`config.mk`:
```
export PLATFORM = sky130hd
export DESIGN_NAME = wm_motor_drive
export DESIGN_NICKNAME = d
export VERILOG_FILES = /design/src/rtl/wm_pkg.sv /design/src/rtl/wm_pwm_gen.sv /design/src/rtl/wm_motor_drive.sv
export SDC_FILE = /design/constraint.sdc
export NUM_CORES = 1
export LEC_CHECK = 0
export CAP_MARGIN = 20
export CORE_ASPECT_RATIO = 2
export CORE_UTILIZATION = 50
export DETAILED_ROUTE_END_ITERATION = 10
export HOLD_SLACK_MARGIN = 0.05
export PLACE_DENSITY = 0.71
export SKIP_CTS_REPAIR_TIMING = 1
export SYNTH_ARGS = -nofsm -noshare
export SYNTH_HDL_FRONTEND = slang
export SYNTH_SLANG_ARGS = --single-unit
export TNS_END_PERCENT = 50
```
`constraint.sdc`:
```
create_clock -name clk -period 2.8 [get_ports clk]
set_input_delay 0.56 -clock clk [delete_from_list [all_inputs] [get_ports clk]]
set_output_delay 0.56 -clock clk [all_outputs]
set_load 0.02 [all_outputs]
```
`src/rtl/wm_pkg.sv`:
```
// Shared definitions for the washing-machine motor path.
// Holds the motor state encoding and the default duty/ramp constants that the
// cycle controller and the motor drive must agree on.
package wm_pkg;

  typedef enum logic [2:0] {
    ST_IDLE  = 3'd0,
    ST_RAMP  = 3'd1,
    ST_RUN   = 3'd2,
    ST_PAUSE = 3'd3,
    ST_BRAKE = 3'd4,
    ST_FAULT = 3'd5
  } motor_state_e;

  localparam logic [7:0] WASH_DUTY_DEF = 8'd96;
  localparam logic [7:0] SPIN_DUTY_DEF = 8'd240;
  localparam logic [7:0] RAMP_STEP_DEF = 8'd16;

  // Spin has priority over wash when both commands are asserted.
  function automatic logic [7:0] select_target(input logic       spin,
                                               input logic       wash,
                                               input logic [7:0] spin_duty,
                                               input logic [7:0] wash_duty);
    if (spin)      return spin_duty;
    else if (wash) return wash_duty;
    else           return 8'd0;
  endfunction

endpackage

```
`src/rtl/wm_pwm_gen.sv`:
```
// Free-running 8-bit PWM generator.
// Ports:
//   clk, reset_n : clock, asynchronous active-low reset
//   duty         : compare value; 0 keeps the gate permanently low
//   pwm_out      : high while the counter is below duty
module wm_pwm_gen (
  input  logic       clk,
  input  logic       reset_n,
  input  logic [7:0] duty,
  output logic       pwm_out
);

  logic [7:0] cnt_q;
  logic [7:0] cnt_d;

  always_comb begin
    cnt_d = cnt_q + 8'd1;  // natural 8-bit wrap from 255 to 0
  end

  // NOTE: asynchronous reset lives in the sensitivity list; only control state
  // is reset here, there is no memory array that would need it avoided.
  always_ff @(posedge clk or negedge reset_n) begin
    if (!reset_n) cnt_q <= 8'd0;
    else          cnt_q <= cnt_d;
  end

  // Decoded from the registered counter and the registered duty in the
  // parent, so there is no input-to-output combinational path.
  assign pwm_out = (cnt_q < duty);

endmodule

```
`src/rtl/wm_motor_drive.sv`:
```
// Motor drive: soft-start/soft-stop duty ramping, wash agitation with
// direction reversal, lid interlock and fault latch.
// Ports:
//   clk, reset_n           : clock, asynchronous active-low reset
//   motor_wash, motor_spin : commands from the cycle controller (spin wins)
//   lid_closed             : lid sensor, 1 = closed
//   fault_clr              : single-cycle fault acknowledge
//   pwm_out, dir, duty     : motor gate, direction (0 = forward), applied duty
//   at_speed, lid_lock     : status: in RUN / lid latch engaged
//   fault                  : high while latched in FAULT
module wm_motor_drive
  import wm_pkg::*;
#(
  parameter logic [7:0]  WASH_DUTY   = WASH_DUTY_DEF,
  parameter logic [7:0]  SPIN_DUTY   = SPIN_DUTY_DEF,
  parameter logic [7:0]  RAMP_STEP   = RAMP_STEP_DEF,
  parameter int unsigned RAMP_DIV    = 4,
  parameter int unsigned AGITATE_CYC = 64,
  parameter int unsigned PAUSE_CYC   = 8
) (
  input  logic       clk,
  input  logic       reset_n,
  input  logic       motor_wash,
  input  logic       motor_spin,
  input  logic       lid_closed,
  input  logic       fault_clr,
  output logic       pwm_out,
  output logic       dir,
  output logic [7:0] duty,
  output logic       at_speed,
  output logic       lid_lock,
  output logic       fault
);

  localparam int unsigned TW      = (RAMP_DIV > 1) ? $clog2(RAMP_DIV) : 1;
  localparam int unsigned CNT_LIM = (AGITATE_CYC > PAUSE_CYC) ? AGITATE_CYC : PAUSE_CYC;
  localparam int unsigned CW      = $clog2(CNT_LIM);

  motor_state_e  state_q, state_d;
  logic [7:0]    duty_q, duty_d;
  logic          dir_q, dir_d;
  logic [TW-1:0] tick_q, tick_d;
  logic [CW-1:0] cnt_q, cnt_d;
  logic          at_speed_q, at_speed_d;
  logic          lid_lock_q, lid_lock_d;
  logic          fault_q, fault_d;

  logic [7:0]    target;
  logic          wash_only;
  logic          tick;
  logic [8:0]    up_sum;
  logic [7:0]    up_duty;
  logic [7:0]    dn_floor;
  logic [7:0]    dn_duty;

  // NOTE: every always_comb output gets a default first so no path through
  // the case statement can leave it unassigned and infer a latch.
  always_comb begin
    target    = select_target(motor_spin, motor_wash, SPIN_DUTY, WASH_DUTY);
    wash_only = motor_wash & ~motor_spin;
    tick      = (tick_q == TW'(RAMP_DIV - 1));

    // Ramp-up computed in 9 bits so 240 + 16 cannot wrap before clamping.
    up_sum   = {1'b0, duty_q} + {1'b0, RAMP_STEP};
    up_duty  = (up_sum > {1'b0, target}) ? target : up_sum[7:0];
    dn_floor = (duty_q > RAMP_STEP) ? (duty_q - RAMP_STEP) : 8'd0;
    dn_duty  = (dn_floor < target) ? target : dn_floor;

    state_d = state_q;
    duty_d  = duty_q;
    dir_d   = dir_q;

    // Lid opening while the drum may be moving overrides everything else.
    if (state_q != ST_IDLE && state_q != ST_FAULT && !lid_closed) begin
      state_d = ST_FAULT;
      duty_d  = 8'd0;
    end else begin
      unique case (state_q)
        ST_IDLE: begin
          duty_d = 8'd0;
          if (target != 8'd0 && lid_closed) begin
            state_d = ST_RAMP;
            dir_d   = 1'b0;
          end
        end
        ST_RAMP: begin
          if (duty_q == target)     state_d = ST_RUN;
          else if (target < duty_q) state_d = ST_BRAKE;
          else if (tick)            duty_d  = up_duty;
        end
        ST_RUN: begin
          if (target > duty_q)      state_d = ST_RAMP;
          else if (target < duty_q) state_d = ST_BRAKE;
          else if (wash_only && cnt_q == CW'(AGITATE_CYC - 1)) begin
            state_d = ST_PAUSE;
            duty_d  = 8'd0;
          end
        end
        ST_PAUSE: begin
          duty_d = 8'd0;
          if (target == 8'd0) state_d = ST_IDLE;
          else if (cnt_q == CW'(PAUSE_CYC - 1)) begin
            state_d = ST_RAMP;
            dir_d   = ~dir_q;
          end
        end
        ST_BRAKE: begin
          if (duty_q == target)     state_d = (target == 8'd0) ? ST_IDLE : ST_RUN;
          else if (target > duty_q) state_d = ST_RAMP;
          else if (tick)            duty_d  = dn_duty;
        end
        ST_FAULT: begin
          duty_d = 8'd0;
          if (fault_clr && target == 8'd0 && lid_closed) state_d = ST_IDLE;
        end
        default: begin
          state_d = ST_IDLE;
          duty_d  = 8'd0;
        end
      endcase
    end

    // Tick and dwell counters restart on every state entry; the dwell counter
    // saturates so an indefinitely long spin RUN never wraps it.
    if (state_d != state_q) begin
      tick_d = '0;
      cnt_d  = '0;
    end else begin
      tick_d = tick ? '0 : tick_q + TW'(1);
      cnt_d  = (cnt_q == CW'(CNT_LIM - 1)) ? cnt_q : cnt_q + CW'(1);
    end

    at_speed_d = (state_d == ST_RUN);
    lid_lock_d = (state_d != ST_IDLE) && (state_d != ST_FAULT);
    fault_d    = (state_d == ST_FAULT);
  end

  // NOTE: sequential state uses non-blocking assignments so every flop samples
  // the pre-edge values regardless of statement order.
  always_ff @(posedge clk or negedge reset_n) begin
    if (!reset_n) begin
      state_q    <= ST_IDLE;
      duty_q     <= 8'd0;
      dir_q      <= 1'b0;
      tick_q     <= '0;
      cnt_q      <= '0;
      at_speed_q <= 1'b0;
      lid_lock_q <= 1'b0;
      fault_q    <= 1'b0;
    end else begin
      state_q    <= state_d;
      duty_q     <= duty_d;
      dir_q      <= dir_d;
      tick_q     <= tick_d;
      cnt_q      <= cnt_d;
      at_speed_q <= at_speed_d;
      lid_lock_q <= lid_lock_d;
      fault_q    <= fault_d;
    end
  end

  wm_pwm_gen u_pwm (
    .clk     (clk),
    .reset_n (reset_n),
    .duty    (duty_q),
    .pwm_out (pwm_out)
  );

  assign duty     = duty_q;
  assign dir      = dir_q;
  assign at_speed = at_speed_q;
  assign lid_lock = lid_lock_q;
  assign fault    = fault_q;

endmodule
```
==> summary.txt, run 1 <==
Synth
  • Simple-Gate Fraction of Synth Area: 0.242
  • Post-synthesis cell type count: 62
  • Mapped Area: approximately 2200 sq um
  • Seq/Total Area, Yosys: 0.305
  • Largest family of logic cells by synthesized area: simple AND/OR/NAND/NOR gates
  • Yosys reg bits: 27
  • Mux cell area share after synthesis: 0.0237
  • Yosys warnings: 0
  • Post-synth EDFFs: 0
  • Mean Syn Cell Area: 9.27 sq um
  • Compound-Gate Fraction of Synth Area: 0.202
  • Main flop type after synthesis: dfrtp_1
  • Adder-cell share of the synthesized area: 0.119
  • Post-Syn Instances: between 200 and 250
  • Xor and xnor fraction of the mapped netlist area: 0.0469
  • Post-synth ARST share: 1.00

Worst setup path
  • Sequence of cells on the critical path: clkdlybuf4s50_1 > nor2_4 > inv_2 > ha_1 > a211o_1 > a21oi_4 > a32o_2 > xnor2_2 > a22oi_4 > a2111oi_4
  • Worst Path Arrival: around 2.9 ns
  • Critical path startpoint category: primary input
  • Crit path kind: primary input to flop
  • Worst path slowest cell: clkdlybuf4s50_1
  • FF-to-FF setup slack: roughly 0.22 ns
  • Worst Reg-to-Reg Cells: 9
  • CP max FO: 8
  • Critical Path RT: around 3.0 ns
  • Crit-path max cell delay: 0.48 ns
  • Crit end category: flop

Timing
  • Final Max Tran Viols: 0
  • Slew headroom: 0.582
  • Count of final hold-check violations: 0
  • F_max: roughly 370 MHz
  • Total negative setup slack: 0 ns
  • Slew @ Worst Pin: 0.627 ns
  • Post-layout min period: ~2.7 ns
  • Max Clock Skew: ~0.0024 ns
  • Unrepaired setup endpoints after global routing: false
  • Tcrit/Tclk final: 0.956
  • Final setup fails: 0

Pwr
  • Leakage: between 1 and 1.5 nW
  • Clock share of power: 0.102
  • Sw frac: 0.458
  • P_sw: ~1.0 mW
  • Total power: between 2 and 2.5 mW
  • Seq pwr share: 0.249
  • Max IR drop VDD: between 600 and 700 uV
  • Gate power share: 0.649
  • Power Density: 866 nW/um^2
  • P_int: 1.23 mW

Drt
  • Detail Route met3 WL: ~100 microns
  • Post-route ant nets: 0
  • WL final: ~5200 microns
  • Pre-antenna DRT Iters: 4
  • Via/cell ratio: 5.83
  • Wire length per cell: 16.0 microns
  • Met2 WL: 3010 microns
  • Initial DRC count: 46
  • # DRC: 0
  • Via count: between 1500 and 2000
  • Met1 WL: 1880 microns
  • DR top layer: met4

CTS
  • Clock-pin slew on the worst setup and hold paths: about 0.10 ns
  • CTS tree: built
  • Clk_lat worst skew: 0.28 ns
  • Num Clock Sinks: 27
  • CTS Buf Count: 3
  • Clock tree root buffer cell: clkbuf_8
  • Worst-case clock buffer depth: 2
  • H-Tree Depth: 1

Cells and area
  • Diode count: 0
  • Layout Nets: slightly above 300
  • Most frequent cells in the layout: dfrtp_1, buf_4, ha_1
  • Area growth syn-to-layout: 18.3%
  • Finished Layout Cells: approximately 330
  • Share of cells above drive strength 1: 0.217
  • Finished Cell Area: ~2600 sq um

Global route
  • Total global-route track usage: 0.243
  • Grt total ovfl: 0
  • Initial antenna violation count: 0
  • Largest net degree at the start of global routing: 28
  • Global-route wire length before repair: a little under 9000 microns
  • Vias in the first global route: 1976

Hold path
  • Hold depth: 1
  • Hold Crit Class: flop to flop

Flow run
  • Max Cap Viol: 0

Placement
  • Port Buf Inserts: 14
  • Placed Area: approximately 2500 sq um
  • Gpl congestion: between 0.8 and 0.9
  • Post-DP HPWL: 4160 microns
  • Cells after DPL: between 300 and 400

Floorplanning
  • Die width: 49.1 microns
  • Die footprint: 4720 sq um
  • Core area: about 4200 sq um
  • Initial Util: 0.531
  • Row count: 33
  • Die H: between 90 and 100 microns
  • I/O Pins: 19

Run status
  • Outcome: completed
-- cells by family (layout without fill, tap and decap cells) --
group	count (synthesis)	count (layout)
AND/OR/NAND/NOR	90	90
AO/OA/AOI/OAI	61	61
adder cells (fa/ha/maj)	21	21
XOR/XNOR	11	11
other	1	4
multiplexers	5	5
buffers and inverters	23	57
flip-flops	27	27
-- worst max-delay path, delay by kind of cell --
kind	cells	cell delay (ns)
adders and majority gates	1	0.30
xor gates and xnor gates	1	0.13
buffers and inverters	2	0.54
and+or+nand+nor	1	0.14
AOI/OAI and AO/OA	5	1.18
-- final timing paths --
kind                                      from              endpoint
min in group asynchronous              reset_n  state_q[0]$_DFF_PN0_
hold reg to reg            tick_q[0]$_DFF_PN0_   tick_q[0]$_DFF_PN0_
setup reg to reg           duty[6]$_DFFE_PN0P_   duty[5]$_DFFE_PN0P_
setup / recovery                    motor_spin  cnt_q[2]$_DFFE_PN0P_
max in group asynchronous              reset_n   duty[7]$_DFFE_PN0P_
hold / removal             tick_q[0]$_DFF_PN0_   tick_q[0]$_DFF_PN0_
-- metal layers --
metal	vias to the layer above	track usage
met5	-	0
met4	0	0.137
met3	19	0.0237
met2	45	0.494
met1	901	0.224
li1	948	-
-- metrics by stage --
step / util / hold slack (ns) / setup WS, ns
6_report: 0.628 / 0.465 / 0.123
5_1_grt: 0.628 / 0.476 / 0.00291
4_1_cts: 0.623 / 0.450 / -0.0538
3_5_place_dp: 0.611 / 0.436 / -0.187
3_3_place_gp: 0.611 / 0.433 / -0.161
2_1_floorplan: - / 0.264 / 0.173
-- area by class of cell --
class                           instances  area (sq um)
Clock buffer                            3          41.3
Fill cell                             369          1550
Sequential cell                        27           676
Timing Repair Buffer                   41           345
Inverter                               12          45.0
Multi-Input combinational cell        192          1440
Clock inverter                          1          7.51
Tap cell                               52          65.1
-- power groups by stage --
stage | logic, mW | registers, mW | clock network (mW)
6_report | 1.47 | 0.565 | 0.230
5_1_grt | 1.64 | 0.577 | 0.255
4_1_cts | 1.46 | 0.559 | 0.240
3_5_place_dp | 1.46 | 0.568 | 0
3_3_place_gp | 1.43 | 0.567 | 0
2_1_floorplan | 1.01 | 0.557 | 0
-- cells in the mapped netlist, types with 2 or more instances --
cell type	count	area share
mux2_2	2	0.010
nor3_1	9	0.020
o21ai_0	13	0.029
buf_6	3	0.015
nor2_1	15	0.025
nor4_1	2	0.0056
and3_1	3	0.0085
and4_1	2	0.0079
or2_2	3	0.0085
nand4_1	3	0.0085
o22ai_1	6	0.017
a31oi_1	2	0.0056
o21a_1	3	0.010
o311a_1	2	0.0090
nor2_4	2	0.010
xor2_1	3	0.012
xnor2_1	7	0.028
buf_4	5	0.017
nand2_1	16	0.027
nand2b_1	8	0.023
a22oi_1	3	0.010
a21oi_1	12	0.027
a211oi_1	3	0.010
nand3b_1	2	0.0068
nand4b_1	2	0.0079
buf_2	2	0.0045
inv_2	2	0.0034
nand3_1	11	0.025
inv_1	10	0.017
ha_1	21	0.12
o21ai_1	2	0.0045
dfrtp_1	27	0.31
o21bai_1	2	0.0068
mux2i_1	3	0.014
-- flip-flops by register name, indices dropped and copies added (netlist names) --
register and cells:
state_q 3, cnt_q 6, duty 4, lid_lock 1, tick_q 2, dir 1
u_pwm.cnt_q 8, fault 1, at_speed 1
No activity file was read; power rests on OpenSTA's default activity.
==> inputs of run 2 (changes only) <==
Settings changed: CORE_MARGIN from default to 1.
==> results of run 2 <==
The final DEF is identical to that of run 1; final timing and power are the same.
